===== src/rtl/alu_search_ctrl_if.sv =====
// Control, memory and ALU signals of the table-search sequencer.
// The slave view belongs to the sequencer; the master view is its environment.
interface alu_search_ctrl_if #(
  parameter int ADDR_W = 8,
  parameter int IDX_W  = 7
);
  logic              START;
  logic              ABORT;
  logic [ADDR_W-1:0] BASE_ADDR;
  logic [IDX_W-1:0]  N_ENTRIES;
  logic [15:0]       KEY_A;
  logic [15:0]       KEY_C;
  logic [ADDR_W-1:0] MEM_ADDR;
  logic              MEM_RD;
  logic [15:0]       MEM_DATA;
  logic [3:0]        ALU_OP;
  logic [15:0]       ALU_A;
  logic [15:0]       ALU_B;
  logic [15:0]       ALU_C;
  logic [15:0]       ALU_MEMIN;
  logic              ALU_ZERO;
  logic              BUSY;
  logic              DONE;
  logic              FOUND;
  logic [IDX_W-1:0]  FOUND_IDX;

  modport slave (
    input  START, ABORT, BASE_ADDR, N_ENTRIES,
    input  KEY_A, KEY_C, MEM_DATA, ALU_ZERO,
    output MEM_ADDR, MEM_RD, ALU_OP, ALU_A,
    output ALU_B, ALU_C, ALU_MEMIN,
    output BUSY, DONE, FOUND, FOUND_IDX
  );

  modport master (
    output START, ABORT, BASE_ADDR, N_ENTRIES,
    output KEY_A, KEY_C, MEM_DATA, ALU_ZERO,
    input  MEM_ADDR, MEM_RD, ALU_OP, ALU_A,
    input  ALU_B, ALU_C, ALU_MEMIN,
    input  BUSY, DONE, FOUND, FOUND_IDX
  );
endinterface


===== src/rtl/alu_search_ctrl.sv =====
// Table-search sequencer: reads two-word entries and drives the ALU compare.
// Three cycles per entry; first match wins and ends the walk.
module alu_search_ctrl #(
  parameter int ADDR_W = 8,
  parameter int IDX_W  = 7
) (
  input logic              CLK,
  input logic              RESET_N,
  alu_search_ctrl_if.slave bus
);

  typedef enum logic [2:0] {
    S_IDLE, S_RD0, S_RD1, S_CMP, S_FIN
  } state_t;

  state_t            state_q, state_d;
  logic [ADDR_W-1:0] base_q, base_d;
  logic [IDX_W-1:0]  n_q, n_d;
  logic [15:0]       ka_q, ka_d;
  logic [15:0]       kc_q, kc_d;
  logic [IDX_W-1:0]  idx_q, idx_d;
  logic [15:0]       w0_q, w0_d;
  logic              found_q, found_d;
  logic [IDX_W-1:0]  fidx_q, fidx_d;

  logic [ADDR_W-1:0] off, a0, a1;
  logic [IDX_W-1:0]  idx_nx;
  logic              last;

  assign off    = ADDR_W'({idx_q, 1'b0});
  assign a0     = base_q + off;
  assign a1     = a0 + ADDR_W'(1);
  assign idx_nx = idx_q + IDX_W'(1);
  assign last   = (idx_nx == n_q);

  assign bus.FOUND     = found_q;
  assign bus.FOUND_IDX = fidx_q;

  // State and datapath registers.
  always_ff @(posedge CLK or negedge RESET_N) begin
    if (!RESET_N) begin
      state_q <= S_IDLE;
      base_q  <= '0;
      n_q     <= '0;
      ka_q    <= '0;
      kc_q    <= '0;
      idx_q   <= '0;
      w0_q    <= '0;
      found_q <= 1'b0;
      fidx_q  <= '0;
    end else begin
      state_q <= state_d;
      base_q  <= base_d;
      n_q     <= n_d;
      ka_q    <= ka_d;
      kc_q    <= kc_d;
      idx_q   <= idx_d;
      w0_q    <= w0_d;
      found_q <= found_d;
      fidx_q  <= fidx_d;
    end
  end

  // Next-state logic plus memory/ALU drive for the current state.
  always_comb begin
    state_d       = state_q;
    base_d        = base_q;
    n_d           = n_q;
    ka_d          = ka_q;
    kc_d          = kc_q;
    idx_d         = idx_q;
    w0_d          = w0_q;
    found_d       = found_q;
    fidx_d        = fidx_q;
    bus.MEM_ADDR  = '0;
    bus.MEM_RD    = 1'b0;
    bus.ALU_OP    = 4'd0;
    bus.ALU_A     = '0;
    bus.ALU_B     = '0;
    bus.ALU_C     = '0;
    bus.ALU_MEMIN = '0;
    bus.BUSY      = 1'b0;
    bus.DONE      = 1'b0;
    case (state_q)
      S_IDLE: begin
        if (bus.START) begin
          base_d  = bus.BASE_ADDR;
          n_d     = bus.N_ENTRIES;
          ka_d    = bus.KEY_A;
          kc_d    = bus.KEY_C;
          idx_d   = '0;
          found_d = 1'b0;
          fidx_d  = '0;
          state_d = (bus.N_ENTRIES == '0) ? S_FIN : S_RD0;
        end
      end
      S_RD0: begin
        bus.BUSY     = 1'b1;
        bus.MEM_RD   = 1'b1;
        bus.MEM_ADDR = a0;
        if (bus.ABORT) begin
          found_d = 1'b0;
          state_d = S_FIN;
        end else begin
          state_d = S_RD1;
        end
      end
      S_RD1: begin
        bus.BUSY     = 1'b1;
        bus.MEM_RD   = 1'b1;
        bus.MEM_ADDR = a1;
        if (bus.ABORT) begin
          found_d = 1'b0;
          state_d = S_FIN;
        end else begin
          w0_d    = bus.MEM_DATA;
          state_d = S_CMP;
        end
      end
      S_CMP: begin
        bus.BUSY      = 1'b1;
        bus.ALU_OP    = 4'd4;
        bus.ALU_A     = ka_q;
        bus.ALU_B     = bus.MEM_DATA;
        bus.ALU_C     = kc_q;
        bus.ALU_MEMIN = w0_q;
        if (bus.ABORT) begin
          found_d = 1'b0;
          state_d = S_FIN;
        end else if (bus.ALU_ZERO) begin
          found_d = 1'b1;
          fidx_d  = idx_q;
          state_d = S_FIN;
        end else if (last) begin
          found_d = 1'b0;
          state_d = S_FIN;
        end else begin
          idx_d   = idx_nx;
          state_d = S_RD0;
        end
      end
      S_FIN: begin
        bus.DONE = 1'b1;
        state_d  = S_IDLE;
      end
      default: state_d = S_IDLE;
    endcase
  end

endmodule

===== src/flat_wrapper.sv =====
// flat-port wrapper written by rule: the top's interface ports become plain ports
module alu_search_ctrl_flat 
#(
  parameter int ADDR_W = 8,
  parameter int IDX_W  = 7
)
  (CLK, RESET_N, bus_START, bus_ABORT, bus_BASE_ADDR, bus_N_ENTRIES, bus_KEY_A, bus_KEY_C, bus_MEM_DATA, bus_ALU_ZERO, bus_MEM_ADDR, bus_MEM_RD, bus_ALU_OP, bus_ALU_A, bus_ALU_B, bus_ALU_C, bus_ALU_MEMIN, bus_BUSY, bus_DONE, bus_FOUND, bus_FOUND_IDX);
  alu_search_ctrl_if #(.ADDR_W(ADDR_W), .IDX_W(IDX_W)) bus_i ();
  input logic CLK;
  input logic RESET_N;
  input wire logic [$bits(bus_i.START)-1:0] bus_START;
  input wire logic [$bits(bus_i.ABORT)-1:0] bus_ABORT;
  input wire logic [$bits(bus_i.BASE_ADDR)-1:0] bus_BASE_ADDR;
  input wire logic [$bits(bus_i.N_ENTRIES)-1:0] bus_N_ENTRIES;
  input wire logic [$bits(bus_i.KEY_A)-1:0] bus_KEY_A;
  input wire logic [$bits(bus_i.KEY_C)-1:0] bus_KEY_C;
  input wire logic [$bits(bus_i.MEM_DATA)-1:0] bus_MEM_DATA;
  input wire logic [$bits(bus_i.ALU_ZERO)-1:0] bus_ALU_ZERO;
  output wire logic [$bits(bus_i.MEM_ADDR)-1:0] bus_MEM_ADDR;
  output wire logic [$bits(bus_i.MEM_RD)-1:0] bus_MEM_RD;
  output wire logic [$bits(bus_i.ALU_OP)-1:0] bus_ALU_OP;
  output wire logic [$bits(bus_i.ALU_A)-1:0] bus_ALU_A;
  output wire logic [$bits(bus_i.ALU_B)-1:0] bus_ALU_B;
  output wire logic [$bits(bus_i.ALU_C)-1:0] bus_ALU_C;
  output wire logic [$bits(bus_i.ALU_MEMIN)-1:0] bus_ALU_MEMIN;
  output wire logic [$bits(bus_i.BUSY)-1:0] bus_BUSY;
  output wire logic [$bits(bus_i.DONE)-1:0] bus_DONE;
  output wire logic [$bits(bus_i.FOUND)-1:0] bus_FOUND;
  output wire logic [$bits(bus_i.FOUND_IDX)-1:0] bus_FOUND_IDX;
  assign bus_i.START = bus_START;
  assign bus_i.ABORT = bus_ABORT;
  assign bus_i.BASE_ADDR = bus_BASE_ADDR;
  assign bus_i.N_ENTRIES = bus_N_ENTRIES;
  assign bus_i.KEY_A = bus_KEY_A;
  assign bus_i.KEY_C = bus_KEY_C;
  assign bus_i.MEM_DATA = bus_MEM_DATA;
  assign bus_i.ALU_ZERO = bus_ALU_ZERO;
  assign bus_MEM_ADDR = bus_i.MEM_ADDR;
  assign bus_MEM_RD = bus_i.MEM_RD;
  assign bus_ALU_OP = bus_i.ALU_OP;
  assign bus_ALU_A = bus_i.ALU_A;
  assign bus_ALU_B = bus_i.ALU_B;
  assign bus_ALU_C = bus_i.ALU_C;
  assign bus_ALU_MEMIN = bus_i.ALU_MEMIN;
  assign bus_BUSY = bus_i.BUSY;
  assign bus_DONE = bus_i.DONE;
  assign bus_FOUND = bus_i.FOUND;
  assign bus_FOUND_IDX = bus_i.FOUND_IDX;
  alu_search_ctrl #(.ADDR_W(ADDR_W), .IDX_W(IDX_W)) u_core (.CLK(CLK), .RESET_N(RESET_N), .bus(bus_i));
endmodule

===== config.mk =====
export PLATFORM = sky130hd
export DESIGN_NAME = alu_search_ctrl_flat
export DESIGN_NICKNAME = d
export VERILOG_FILES = /design/src/rtl/alu_search_ctrl_if.sv /design/src/rtl/alu_search_ctrl.sv /design/src/flat_wrapper.sv
export SDC_FILE = /design/constraint.sdc
export NUM_CORES = 1
export LEC_CHECK = 0
export ABC_AREA = 1
export BUFFER_PORTS_ARGS = -buffer_cell sky130_fd_sc_hd__buf_2
export CORE_UTILIZATION = 45
export CTS_CLUSTER_DIAMETER = 120
export DETAILED_ROUTE_END_ITERATION = 8
export PLACE_DENSITY_LB_ADDON = 0.25
export SYNTH_ARGS = -nofsm -noshare
export SYNTH_HDL_FRONTEND = slang
export SYNTH_SLANG_ARGS = --single-unit

===== constraint.sdc =====
create_clock -name CLK -period 2.14 [get_ports CLK]
set_input_delay 0.321 -clock CLK [delete_from_list [all_inputs] [get_ports CLK]]
set_output_delay 0.321 -clock CLK [all_outputs]
set_load 0.02 [all_outputs]

======== Yosys cells after proc, flatten, opt, wreduce, memory -nomap -nowiden ========
Index checks and enable logic that the tools add are counted.
storage, ports and cells
  logic and storage cells ................. 67
  memories ................................ 0
  bits in read-only memories .............. 0
  input bits .............................. 68
  bits in registers ....................... 81
  latch bits .............................. 0
  RAM bits ................................ 0
cells by class
  add/sub/neg operators ................... 3
  div/mod/pow operators ................... 0
  muxes and demuxes ....................... 31
  magnitude comparators ................... 0
  shift-type cells ........................ 0
  multiply operators ...................... 0
  equality and inequality tests ........... 12
  bitwise logic cells ..................... 1
  reductions and logical operators ........ 11
operators by type and width
  kind                                           count
  2-to-1 mux 16 bit                              4
  2-to-1 mux 7 bit                               6
  case mux 7 bit (2 select lines)                2
  2-to-1 mux 3 bit                               8
  case mux 8 bit (2 select lines)                1
  case mux 3 bit (4 select lines)                1
  != test 2 bit, second input constant           5
  adder 8 x 1 -> 8 bit, second input constant    1
  adder 8 bit                                    1
  2-to-1 mux 1 bit                               8
  AND reduction 4 bit                            2
  adder 7 x 1 -> 7 bit, second input constant    1
  == test 7 bit                                  1
  zero test 7 bit                                1
  == test 3 x 2 -> 1 bit, second input constant  2
  AND reduction 5 bit                            1
  != test 4 x 3 -> 1 bit, second input constant  1
  AND reduction 2 bit                            2
  == test 3 x 1 -> 1 bit, second input constant  1
  == test 3 bit, second input constant           1
  zero test 3 bit                                1
  case mux 1 bit (3 select lines)                1
  nonzero test 3 bit                             1
  OR reduction 3 bit                             1
  4 further kinds                                4

======== Depth between registers and ports, before layout ========
  depth after elaboration ................. 6
  gate-level depth with buffers ........... 15
  gate-level depth less buffers ........... 14

======== Least setup slack after synthesis ========
Ideal clock, no wire load.
  path kind ............................... register to output
  start point ............................. register u_core.idx_q[0]
  end point ............................... output bus_MEM_ADDR[6]
  setup slack ............................. -223 ps
  arrival ................................. 2042 ps
  cell stages (with the launch flop) ...... 9
  cells stage by stage .................... dfrtp_1 -> ha_1 -> inv_1 -> fa_1 -> xnor2_1 -> nand3_1 -> nor2_1 -> nand3_1 -> o21ai_0
between the ends
  word-level cells in the longest chain between the ends .. 3
RTL lines
  item                               line                   source
  start: declaration                 alu_search_ctrl.sv:21  logic [IDX_W-1:0] idx_q, idx_d;
  start signal: assignment           alu_search_ctrl.sv:57  idx_q <= idx_d;
  adder 8 bit *                      alu_search_ctrl.sv:31  assign a0 = base_q + off;
  adder 8 x 1 -> 8 bit               alu_search_ctrl.sv:32  assign a1 = a0 + ADDR_W'(1);
  case mux 8 bit (2 select lines) *  alu_search_ctrl.sv:84  case (state_q)
  end: declaration                   flat_wrapper.sv:19     output wire logic [$bits(bus_i.MEM_ADDR)-1:0] bus_MEM_ADDR;
Every way passes the cells marked *; elsewhere a longest branch is shown, timed or not.

======== Worst setup path in the final report ========
  start point ............................. register u_core.base_q[1]
  end point ............................... output bus_MEM_ADDR[7]
between the ends
  word-level cells in the longest chain between the ends .. 3
RTL lines
  item                               line                   source
  start: declaration                 alu_search_ctrl.sv:17  logic [ADDR_W-1:0] base_q, base_d;
  start signal: assignment           alu_search_ctrl.sv:53  base_q <= base_d;
  adder 8 bit *                      alu_search_ctrl.sv:31
  adder 8 x 1 -> 8 bit               alu_search_ctrl.sv:32
  case mux 8 bit (2 select lines) *  alu_search_ctrl.sv:84
Marks and branches as above.

==> metrics.txt <==
status finished, violations left; violations in the final reports setup timing; Worst R2R Start u_core.idx_q[0]; maximum fanout along the worst path 3; CP required around 1.8 ns; CTS max path bufs 2; worst hold stages 3; Synth Area in Compound Gates 0.1004; post-detail-place hpwl 7.414 mm; die height 100.5 µm; slowest cell on the critical path fa_2; layout cells sized above 1 0.3487; total grt overflow 0; clk slew on worst S/H paths about 0.09 ns; CTS root buf clkbuf_8; CP Buf/Inv Count 3; Port Buffers around 150; MaxCap Viol Count 0; first-pass GRT wire length 16.64 mm; fmax around 370 MHz; Synth warnings 0; starting density of the core 0.4677; Via Count 4149; Area Overhead vs Synth 36.65%; HP Start bus_MEM_DATA[9]; final wirelength 10.38 mm; Leak 3.403 nW; num ports ~160; GP Congestion 0.7846; Max Clock Skew 0.009818 ns; combinational share of power 0.501; sequential-to-total area share from yosys stat 0.4646; Global Route Usage Sum 0.2052; CP top delay family simple AND/OR/NAND/NOR gates; number of global-route vias before repair 3916; number of core rows 35; adder-cell share of the synthesized area 0.02753; final setup margin -0.5656 ns; Hold WS 0.1953 ns; Psw 3.033 mW; Util after Layout 0.6392; # H-tree levels 3; Tightest Pin Transition 0.6843 ns; end of the worst hold path u_core.w0_q[9]; TritonCTS clock tree built; reg2reg end u_core.idx_q[6]; fin crit period 2.706 ns; crit path cell chain ha_2 -> inv_2 -> fa_2 -> inv_2 -> nand3_4 -> nor2_4 -> nand2_2 -> nor2_4 -> nand3_1 -> nand3_2 -> nand2_2 -> buf_6; largest family of logic cells by synthesized area simple AND/OR/NAND/NOR gates; Die Wd between 100 and 150 µm; Simple-Gate Fraction of Synth Area 0.2518; worst-case reg-to-reg path depth 12; TritonCTS Sinks 81; hold crit path type input pin to register; final setup vio count 6; Worst-Skew Late Latency 0.34 ns; post-route ant nets 0; commonest non-fill, non-tap cell in the layout buf_2; Reg power frac 0.324; drt pass-1 iters 4; commonest non-fill, non-tap cells in the layout 123 x buf_2, 111 x nor2_1, 96 x inv_1; post-synthesis cell count 582; Synth Area in XOR/XNOR 0.01204; DRC 0; Placement Cell Area 5393 µm²; Routed WL per cell 11.67 µm; period utilization 1.264; max incr delay on CP 0.44 ns; clock share of power 0.175; fillcell total 831; worst rel slew slack 0.5396; FF+latch count, synth a little over 80; WS Path Type register to primary output; arrival time of the worst setup path 2.38 ns; post-synth cell types 36; diode count 0; Seq. cell area 2028 µm²; footprint of the multi-input gates approximately 2000 µm²; cell area power density between 1000 and 1500 nW/µm²; Post-Syn Area 4363 µm²; Die ar. 10090 µm²; Worst setup SP type register; Hold Vio Cnt, Final 0; CTS Buf Count 9; nets 832; Final Power 7.389 mW; P_int around 4.4 mW; antenna violations before repair 0; Core Box Area 9328 µm²; Slew Limit Fails 0; largest net degree at the start of global routing 60; Vias/cell approximately 4.7; RSZ-0062 raised after global routing yes; Sw Share 0.4105; Crit. End Element primary output; final instance area 5962 µm²; FF-to-FF setup slack 0.14 ns; maximum vdd drop 0.5743 mV; setup TNS -3.040 ns; mux share of post-synthesis cell area 0.01807; Mapped Avg Cell Area 7.496 µm²; initial DRC count 196
==> flip-flops by register name, indices dropped and copies added, names as in the netlist <==
register	cells
u_core.idx_q	7
u_core.state_q	3
u_core.kc_q	16
u_core.n_q	7
u_core.bus.FOUND	1
u_core.bus.FOUND_IDX	7
u_core.ka_q	16
u_core.base_q	8
u_core.w0_q	16
==> metrics by stage <==
step,cells,setup slack (ns)
6_report,889,-0.5656
5_1_grt,889,-0.7048
4_1_cts,886,-0.5268
3_5_place_dp,859,-0.2322
3_3_place_gp,859,-0.1589
2_1_floorplan,584,-0.1096
==> power groups by stage <==
stage          Sequential (mW)  Clock [mW]  Combinational, mW
2_1_floorplan             2.37           0               2.32
3_3_place_gp              2.40           0               3.07
3_5_place_dp              2.42           0               3.17
4_1_cts                   2.39        1.33               3.45
5_1_grt                   2.47        1.39               4.11
6_report                  2.40        1.29               3.70
==> tightest hold or removal path, delay by kind of cell <==
| family | cells | cell delay (ns) |
|---|---|---|
| simple gates | 1 | 0.04 |
| compound gates | 1 | 0.06 |
| buf+inv | 1 | 0.09 |
==> worst max-delay path by stage <==
| stage | startpoint | endpoint | slack [ns] | cells after the start |
|---|---|---|---|---|
| 4_1_cts | u_core.idx_q[0] | bus_MEM_ADDR[7] | -0.53 | 13 |
| 3_3_place_gp | u_core.base_q[1] | bus_MEM_ADDR[7] | -0.16 | 13 |
| 2_1_floorplan | u_core.idx_q[0] | bus_MEM_ADDR[7] | -0.11 | 12 |
| 3_5_place_dp | u_core.base_q[1] | bus_MEM_ADDR[7] | -0.23 | 13 |
| 5_1_grt | u_core.base_q[1] | bus_MEM_ADDR[7] | -0.70 | 12 |
| 6_report | u_core.base_q[1] | bus_MEM_ADDR[7] | -0.57 | 12 |
==> cell usage after synthesis <==
master | n | area (µm²)
nor3_4 | 1 | 16.27
nand3_1 | 37 | 185.2
or2_2 | 2 | 12.51
clkbuf_1 | 8 | 30.03
o21ai_1 | 1 | 5.000
o21ai_0 | 33 | 165.2
nand4_1 | 5 | 31.28
xor2_1 | 4 | 35.03
a21oi_2 | 1 | 8.760
buf_6 | 1 | 11.26
nor2_4 | 2 | 22.52
o22ai_1 | 3 | 18.77
inv_4 | 1 | 6.260
nor2_2 | 3 | 18.77
buf_4 | 3 | 22.52
a21oi_1 | 45 | 225.2
inv_2 | 3 | 11.26
a22o_1 | 1 | 8.760
nand2_1 | 85 | 319.1
buf_2 | 11 | 55.05
nor4_1 | 1 | 6.260
clkbuf_8 | 1 | 13.76
nor2_1 | 117 | 439.2
a31oi_1 | 1 | 6.260
ha_1 | 8 | 100.1
nand3_2 | 1 | 10.01
nor3_1 | 1 | 5.000
buf_1 | 2 | 7.510
dfrtp_1 | 81 | 2027
nand2_2 | 4 | 25.02
inv_1 | 103 | 386.6
xnor2_1 | 2 | 17.52
mux2_2 | 7 | 78.83
fa_1 | 1 | 20.02
conb_1 | 1 | 3.750
nand3b_1 | 1 | 7.510
==> layout make-up <==
class                           count  area share
Sequential cell                    81      0.3402
Multi-Input combinational cell    370      0.3286
Clock inverter                      5     0.01448
Clock buffer                       11     0.02539
Timing Repair Buffer              186      0.1964
Tap cell                          129     0.02707
Inverter                          107     0.06779
==> layer usage <==
layer  track usage  wire length [µm]  up-vias  part of all wire
li1              -                 -     2139                 -
met1        0.2525              4640     1901              0.45
met2        0.3620              5169      101              0.50
met3       0.04577               489        8             0.047
met4       0.05797                78        0            0.0075
met5             0                 0        -                 0
==> repair_timing <==
action                                 in CTS  in global routing
setup endpoints to repair                  14                 77
endpoints found under the hold margin      29                  0
buffers inserted                           10                  3
pin swaps                                   9                 12
hold buffers                                1                  0
resized for setup                          20                 54
==> logic make-up after synthesis <==
| logic type | count (synthesis) |
|---|---|
| XOR/XNOR | 6 |
| flip-flops | 81 |
| AND/OR/NAND/NOR | 260 |
| multiplexers | 7 |
| AO/OA/AOI/OAI | 85 |
| adder cells (fa/ha/maj) | 9 |
| other | 1 |
| buffers and inverters | 133 |
Power figures use the tool's default switching activity.
